### config.mk
export PLATFORM = sky130hd
export DESIGN_NAME = piso_shifter_flat
export DESIGN_NICKNAME = d
export VERILOG_FILES = /design/src/rtl/piso_shifter_if.sv /design/src/rtl/piso_shifter.sv /design/src/flat_wrapper.sv
export SDC_FILE = /design/constraint.sdc
export NUM_CORES = 1
export LEC_CHECK = 0
export BUFFER_PORTS_ARGS = -buffer_cell sky130_fd_sc_hd__buf_4
export CAP_MARGIN = 20
export CORE_AREA = 2 2 39 41
export DETAILED_ROUTE_END_ITERATION = 12
export DIE_AREA = 0 0 41 43
export PLACE_DENSITY_LB_ADDON = 0.05
export SYNTH_ARGS = -nofsm -noshare
export SYNTH_HDL_FRONTEND = slang
export SYNTH_SLANG_ARGS = --single-unit
### constraint.sdc
create_clock -name clk -period 1.65 [get_ports clk]
set_input_delay 0.165 -clock clk [delete_from_list [all_inputs] [get_ports clk]]
set_output_delay 0.165 -clock clk [all_outputs]
set_load 0.02 [all_outputs]
### src/rtl/piso_shifter_if.sv
// Handshake and serial-stream bundle for piso_shifter.
// The slave modport is the shifter's view. The master modport is the view of the block that loads words and consumes bits.
interface piso_shifter_if #(
    parameter int unsigned WIDTH = 4
);
    logic [WIDTH-1:0] p_in;
    logic             load_valid;
    logic             load_ready;
    logic             s_ready;
    logic             s_out;
    logic             s_valid;
    logic             s_first;
    logic             s_last;
    logic             busy;

    modport master (
        output p_in, load_valid, s_ready,
        input  load_ready, s_out, s_valid, s_first, s_last, busy
    );

    modport slave (
        input  p_in, load_valid, s_ready,
        output load_ready, s_out, s_valid, s_first, s_last, busy
    );
endinterface

### src/rtl/piso_shifter.sv
// Parallel-in serial-out shifter with valid/ready on both the load side and the serial side.
// A new word can be accepted on the cycle that consumes the final bit, so frames run back to back.
module piso_shifter #(
    parameter int unsigned WIDTH     = 4,
    parameter bit          MSB_FIRST = 1'b1
) (
    input  logic            clk,
    input  logic            rst,
    piso_shifter_if.slave   bus
);
    localparam int unsigned CW = $clog2(WIDTH + 1);

    typedef enum logic {
        IDLE,
        SHIFT
    } state_t;

    state_t           state;
    logic [WIDTH-1:0] sreg;
    logic [CW-1:0]    cnt;
    logic             valid_r;
    logic             first_r;
    logic             last_r;
    logic             accept;
    logic             consume;

    // rst is folded in so load_ready reads 0 while reset is asserted, even though the state is already IDLE.
    assign bus.load_ready = rst & ((state == IDLE) | (last_r & bus.s_ready));
    assign accept         = bus.load_valid & bus.load_ready;
    assign consume        = valid_r & bus.s_ready;

    assign bus.s_out   = MSB_FIRST ? sreg[WIDTH-1] : sreg[0];
    assign bus.s_valid = valid_r;
    assign bus.busy    = valid_r;
    assign bus.s_first = first_r;
    assign bus.s_last  = last_r;

    always_ff @(posedge clk or negedge rst) begin
        if (!rst) begin
            state   <= IDLE;
            sreg    <= '0;
            cnt     <= '0;
            valid_r <= 1'b0;
            first_r <= 1'b0;
            last_r  <= 1'b0;
        end else if (accept) begin
            // A load takes priority: it is only possible from IDLE or while the final bit is consumed.
            state   <= SHIFT;
            sreg    <= bus.p_in;
            cnt     <= CW'(WIDTH);
            valid_r <= 1'b1;
            first_r <= 1'b1;
            last_r  <= 1'b0;
        end else if (consume) begin
            if (cnt == CW'(1)) begin
                state   <= IDLE;
                sreg    <= '0;
                cnt     <= '0;
                valid_r <= 1'b0;
                first_r <= 1'b0;
                last_r  <= 1'b0;
            end else begin
                sreg    <= MSB_FIRST ? {sreg[WIDTH-2:0], 1'b0} : {1'b0, sreg[WIDTH-1:1]};
                cnt     <= cnt - CW'(1);
                first_r <= 1'b0;
                last_r  <= (cnt == CW'(2));
            end
        end
    end
endmodule

### src/flat_wrapper.sv
// flat-port wrapper written by rule: the top's interface ports become plain ports
module piso_shifter_flat 
#(
    parameter int unsigned WIDTH     = 4,
    parameter bit          MSB_FIRST = 1'b1
)
  (clk, rst, bus_p_in, bus_load_valid, bus_s_ready, bus_load_ready, bus_s_out, bus_s_valid, bus_s_first, bus_s_last, bus_busy);
  piso_shifter_if #(.WIDTH(WIDTH)) bus_i ();
  input  logic clk;
  input  logic rst;
  input wire logic [$bits(bus_i.p_in)-1:0] bus_p_in;
  input wire logic [$bits(bus_i.load_valid)-1:0] bus_load_valid;
  input wire logic [$bits(bus_i.s_ready)-1:0] bus_s_ready;
  output wire logic [$bits(bus_i.load_ready)-1:0] bus_load_ready;
  output wire logic [$bits(bus_i.s_out)-1:0] bus_s_out;
  output wire logic [$bits(bus_i.s_valid)-1:0] bus_s_valid;
  output wire logic [$bits(bus_i.s_first)-1:0] bus_s_first;
  output wire logic [$bits(bus_i.s_last)-1:0] bus_s_last;
  output wire logic [$bits(bus_i.busy)-1:0] bus_busy;
  assign bus_i.p_in = bus_p_in;
  assign bus_i.load_valid = bus_load_valid;
  assign bus_i.s_ready = bus_s_ready;
  assign bus_load_ready = bus_i.load_ready;
  assign bus_s_out = bus_i.s_out;
  assign bus_s_valid = bus_i.s_valid;
  assign bus_s_first = bus_i.s_first;
  assign bus_s_last = bus_i.s_last;
  assign bus_busy = bus_i.busy;
  piso_shifter #(.WIDTH(WIDTH), .MSB_FIRST(MSB_FIRST)) u_core (.clk(clk), .rst(rst), .bus(bus_i));
endmodule
==> impl_metrics.toml, run 1 <==
[outcome]
status = "completed"

[timing]
final.setup_skew_ps = 7.651
setup_tns_ps = 0
max_slew_margin_pct = 84.96
finalHoldViolations = 0
final_max_slew_viol_count = 0
setup_viol = 0
worst_slew_pin_slew_ps = 225.6
fmax_mhz = 662.1
final.min_clock_period_ps = 1510
min_period_over_period_pct = 91.54
rsz0062_at_grt = "false"

[synth]
synth_area_leader_cell = "dfrtp_1"
ys_seq_area_share_pct = 45.35
synthFlopType = "dfrtp_1"
synth.distinct_cells = 20
synth_top_area_share_pct = 45.35
ys_ff_latch = 10
synth.most_common_cell = "dfrtp_1"
yosys-top-cells-area = "dfrtp_1 (45%), ha_1 (6.8%), a21boi_0 (5.4%)"
synth_area_um2 = 551.8
synth-edff-count = 0
synthTopCellsByCount = "dfrtp_1 (10), nand2_1 (8), o21ai_0 (5), a21boi_0 (4), nand4_1 (4)"
syn_avg_cell_area_um2 = 9.680
yosys_warnings = 0
async_flop_share_pct = 100.0
postSynthNetCount = 68
synthCells = 57

[detailed_routing]
ant_nets = 0
vias = 448
dr.pass1.iters = 4
routed_wl_um = 1105
remaining_drc_errors = 0
wl_per_cell_um = 12.70
viasPerCell = 5.149
drt-initial-drc-count = 18

[layout]
drive_above_1_share_pct = 28.17
num_antenna_cells = 0
area_growth_pct = 22.90
final_nets = 84
postLayoutCellArea_um2 = 678.2
fin_cells = 87
final_core_util_pct = 49.01

[clock_tree]
clock_latency_ps = 260
holdBufCountCts = 1
cts.repair.resized = 0
cts_inserted_buffers = 3
post-cts-setup-buffers = 0
clk_pin_slew_ps = 60
cts_tree = "built"
cts.path.max_buffers = 2
root_buffer = "clkbuf_4"
clock-sinks = 10
cts-htree-levels = 1

[setup_path]
crit_chain = "a21bo_4 -> and2_2 -> buf_4"
endpoint_kind = "output port"
slowest_delay_ps = 460
critical_path.max_fanout = 9
worst_path_max_delay_cell = "dfrtp_1"
reg2regPathDepth = 3
startpoint_type = "register"
cp.arrival_ps = 1350
crit_type = "register to output port"
cp.required_ps = 1480

[power]
power.total_mw = 1.145
leakage_nw = 0.3178
p_int_mw = 0.6943
pwr-share-clk_pct = 13.9
power.switching_mw = 0.4509
ir_worst_vdd_mv = 0.7144
power.density_nw_per_um2 = 1689
combPwrFrac_pct = 48.2
switching_share_pct = 39.37
pwr-share-seq_pct = 37.9

[global_route]
grt_max_degree = 18
antenna_found_initial = 0
grt_overflow_total = 0
grt_pass1_wl_um = 1794
grt_usage_pct = 15.11
grt_pass1_vias = 420

[placed_design]
place.gp.congestion = 0.7437
detailed_place.area_um2 = 645.6
dpl.cell_count = 83
dp_hpwl_um = 807.5
io_buffers = 13

[die]
rows = 14
core_area_um2 = 1384
dieArea_um2 = 1763
die_x_um = 41
fp.dieH_um = 43
start_util_pct = 39.87
pin_count = 14

[flow_run]
maxCapViolations = 0

[worst_hold_path]
min_path_type = "primary input to register"
whs_path_depth = 3
==> layout by cell type, fill, tap and decap left out, drive strengths merged <==
| cell type | count |
|---|---|
| a31oi | 3 |
| inv | 3 |
| nor2 | 1 |
| nand2b | 1 |
| a21oi | 3 |
| a21bo | 1 |
| and3 | 1 |
| nand2 | 8 |
| dfrtp | 10 |
| a311o | 1 |
| clkbuf | 3 |
| dlygate4sd3 | 1 |
| ha | 3 |
| and2 | 2 |
| nand3b | 1 |
| buf | 13 |
| nand4 | 4 |
| o21ai | 5 |
| a21boi | 4 |
| nand3 | 3 |
==> layout make-up <==
cell class,count,area (µm²)
timing repair buffer,14,107.6
clock buffer,3,22.52
inverter,3,11.26
sequential,10,250.2
multi-input combinational,41,266.5
fill,133,705.7
tap,16,20.02
==> per-layer routing <==
layer,track usage (%),share of wire (%)
met3,7.853,7.6
met2,20.63,44
met5,0,0
met1,21.59,47
met4,2.000,0.72
==> path summary, 6_finish.rpt <==
kind | startpoint | end | slack [ps]
hold reg to reg | u_core.bus.s_first$_DFFE_PN0P_ | u_core.bus.s_first$_DFFE_PN0P_ | 490
min in group asynchronous | rst | u_core.state$_DFFE_PN0P_ | 300
setup / recovery | u_core.state$_DFFE_PN0P_ | bus_load_ready | 140
hold / removal | bus_p_in[2] | u_core.sreg[2]$_DFFE_PN0P_ | 180
setup reg to reg | u_core.state$_DFFE_PN0P_ | u_core.cnt[2]$_DFFE_PN0P_ | 310
max in group asynchronous | rst | u_core.cnt[0]$_DFFE_PN0P_ | 1180
==> through the flow <==
| step | worst slack, ps | hold slack, ps |
|---|---|---|
| 6_report | 139.6 | 177.4 |
| 5_1_grt | 71.70 | 176.9 |
| 4_1_cts | 134.1 | 171.4 |
| 3_5_place_dp | 321.2 | 24.99 |
| 3_3_place_gp | 347.2 | 23.45 |
| 2_1_floorplan | 188.0 | -130.6 |
==> flip-flops by register name, summed over array words and instances, names as in the netlist <==
name,count
u_core.bus.s_first,1
u_core.state,1
u_core.bus.s_last,1
u_core.sreg,4
u_core.cnt,3
==> critical path: cells and delay by family (launching register included) <==
| family | cells | cell delay, ps |
|---|---|---|
| AND/OR/NAND/NOR | 1 | 190 |
| AO/OA/AOI/OAI | 1 | 290 |
| flip-flops | 1 | 460 |
| buffers and inverters | 1 | 150 |
==> logic make-up (layout without fill, tap and decap cells) <==
logic type      Yosys count  in the layout  synth area share [%]
buf+inv                   6             20                 6.349
compound gates           17             17                 20.86
fa+ha+maj                 3              3                 6.803
simple gates             21             21                 20.63
flops                    10             10                 45.35
==> power by group through the flow <==
stage | Sequential (mW) | Clock, mW | Combinational, mW
after CTS | 0.435 | 0.171 | 0.561
after detailed placement | 0.438 | 0 | 0.557
after global routing | 0.453 | 0.180 | 0.617
final | 0.434 | 0.160 | 0.551
after global placement | 0.439 | 0 | 0.555
after floorplan | 0.475 | 0 | 0.353
No activity file was read; power rests on OpenSTA's default activity.
==> inputs of run 2 (changes only) <==
Settings changed: PLACE_DENSITY from default to 0.76, PLACE_DENSITY_LB_ADDON 0.05 to default.
==> run 2 against run 1 <==
Maximum frequency shrank 0.83%. Largest power group unchanged. Highest routed layer unchanged. Clock power grew 38%. Final area increased by 2.0%. Wire length up 1.0%. Via count grew 7.4%. Sequential power rose by 1%. Register-to-register slack about the same. Final cell count up 1.1%.
==> impl_metrics.toml, run 2 (same netlist as run 1, synthesis figures left out) <==
[layout]
area_growth_pct = 25.40
largest-register = "u_core.sreg"
final_nets = 84
largestRegisters = "u_core.sreg x4, u_core.cnt x3"
num_antenna_cells = 0
drive_above_1_share_pct = 29.17
largest_reg_flops = 4
final_common_cell = "buf_4"
final_cell_mix = "buf_4 (13), dfrtp_1 (10), nand2_1 (8)"

[placed_design]
place_ws_ps = 316.0
place.gp.congestion = 0.7126
dp_hpwl_um = 804.2
io_buffers = 13

[die]
start_util_pct = 39.87
core_area_um2 = 1384
dieArea_um2 = 1763
fp.dieH_um = 43
die_x_um = 41
rows = 14
pin_count = 14

[power]
power.total_mw = 1.215
power.density_nw_per_um2 = 1756
ir_worst_vdd_mv = 0.7252
leakage_nw = 0.3249

[worst_hold_path]
whs_path_depth = 3
hp-start = "bus_p_in[0]"
min_path_type = "primary input to register"
holdPathEnd = "u_core.sreg[0]$_DFFE_PN0P_"

[global_route]
antenna_found_initial = 0
grt_pass1_wl_um = 1711
grt_overflow_total = 0
grt_max_degree = 18
grt_usage_pct = 14.63
grt_pass1_vias = 426

[timing]
fmax_mhz = 656.6
final.min_clock_period_ps = 1523
finalHoldViolations = 0
rsz0062_at_grt = "false"
setup_tns_ps = 0
final.setup_skew_ps = 0.7175
max_slew_margin_pct = 83.36
setup_viol = 0
worst_slew_pin_slew_ps = 249.7
final_max_slew_viol_count = 0
min_period_over_period_pct = 92.30
fin_hold_ws_ps = 165.8
fin_ws_ps = 127.0

[clock_tree]
clock-sinks = 10
cts_inserted_buffers = 3
cts-htree-levels = 1
cts_tree = "built"
clk_pin_slew_ps = 60
root_buffer = "clkbuf_4"
clock_latency_ps = 270
cts.path.max_buffers = 2

[setup_path]
cp.arrival_ps = 1360
crit_type = "register to output port"
cp-startpoint = "u_core.state$_DFFE_PN0P_"
r2r_start = "u_core.state$_DFFE_PN0P_"
r2r-end = "u_core.cnt[2]$_DFFE_PN0P_"
startpoint_type = "register"
r2r_slack_ps = 300
reg2regPathDepth = 3
critical_path.max_fanout = 9
cp.required_ps = 1480
endpoint_kind = "output port"

[detailed_routing]
dr.pass1.iters = 4
ant_nets = 0
wl_per_cell_um = 12.68
remaining_drc_errors = 0
routed_wl_um = 1116
viasPerCell = 5.466
drt-initial-drc-count = 15
vias = 481

[outcome]
status = "completed"

[flow_run]
maxCapViolations = 0
==> run 2: cell count changes in the layout (fill, tap and decap cells not counted) <==
cell      delta
clkbuf_8     +1
==> run 2: worst max path at each step <==
stage / to / slack [ps] / cells past startpoint
2_1_floorplan: u_core.cnt[2]$_DFFE_PN0P_ / 190 / 4
3_3_place_gp: u_core.cnt[2]$_DFFE_PN0P_ / 350 / 3
3_5_place_dp: u_core.cnt[2]$_DFFE_PN0P_ / 320 / 3
4_1_cts: bus_load_ready / 120 / 3
5_1_grt: bus_load_ready / 70 / 3
6_report: bus_load_ready / 130 / 3
==> run 2: cell type report <==
class                   instances  area, µm²
flip-flops and latches         10      250.2
repair buffers                 14      107.6
multi-input cells              41      266.5
inverters                       3      11.26
well taps                      16      20.02
clock buffers                   4      36.28
fillers                       136      691.9
==> run 2: metrics by stage <==
stage / util, % / instance area [µm²] / instances
2_1_floorplan: - / 551.8 / 57
3_3_place_gp: 46.65 / 645.6 / 83
3_5_place_dp: 46.65 / 645.6 / 83
4_1_cts: 50.00 / 691.9 / 88
5_1_grt: 50.00 / 691.9 / 88
6_report: 50.00 / 691.9 / 88
==> run 2: routing by layer <==
layer	vias up	global-route usage, %	part of all wire [%]
met5	-	0	0
met4	0	8.000	2.1
met3	5	4.712	4.5
met2	12	20.63	45
met1	227	19.06	48
li1	237	-	-
==> run 2: critical path, stage by stage (launching register included) <==
cell     delay, ps
dfrtp_1        460
a21bo_4        290
and2_2         190
buf_4          150
==> run 2: what timing repair did <==
action / 4_1_cts / 5_1_grt
buffers inserted: 0 / 0
hold endpoints to repair: 10 / 0
gates resized for setup: 0 / 0
hold buffers: 1 / 0
==> run 2: power breakdown <==
| group | total, mW | switching (mW) | internal [mW] |
|---|---|---|---|
| registers | 0.439 | 0.0841 | 0.354 |
| logic | 0.555 | 0.299 | 0.256 |
| clock network | 0.221 | 0.0867 | 0.134 |
| total | 1.21 | 0.470 | 0.745 |
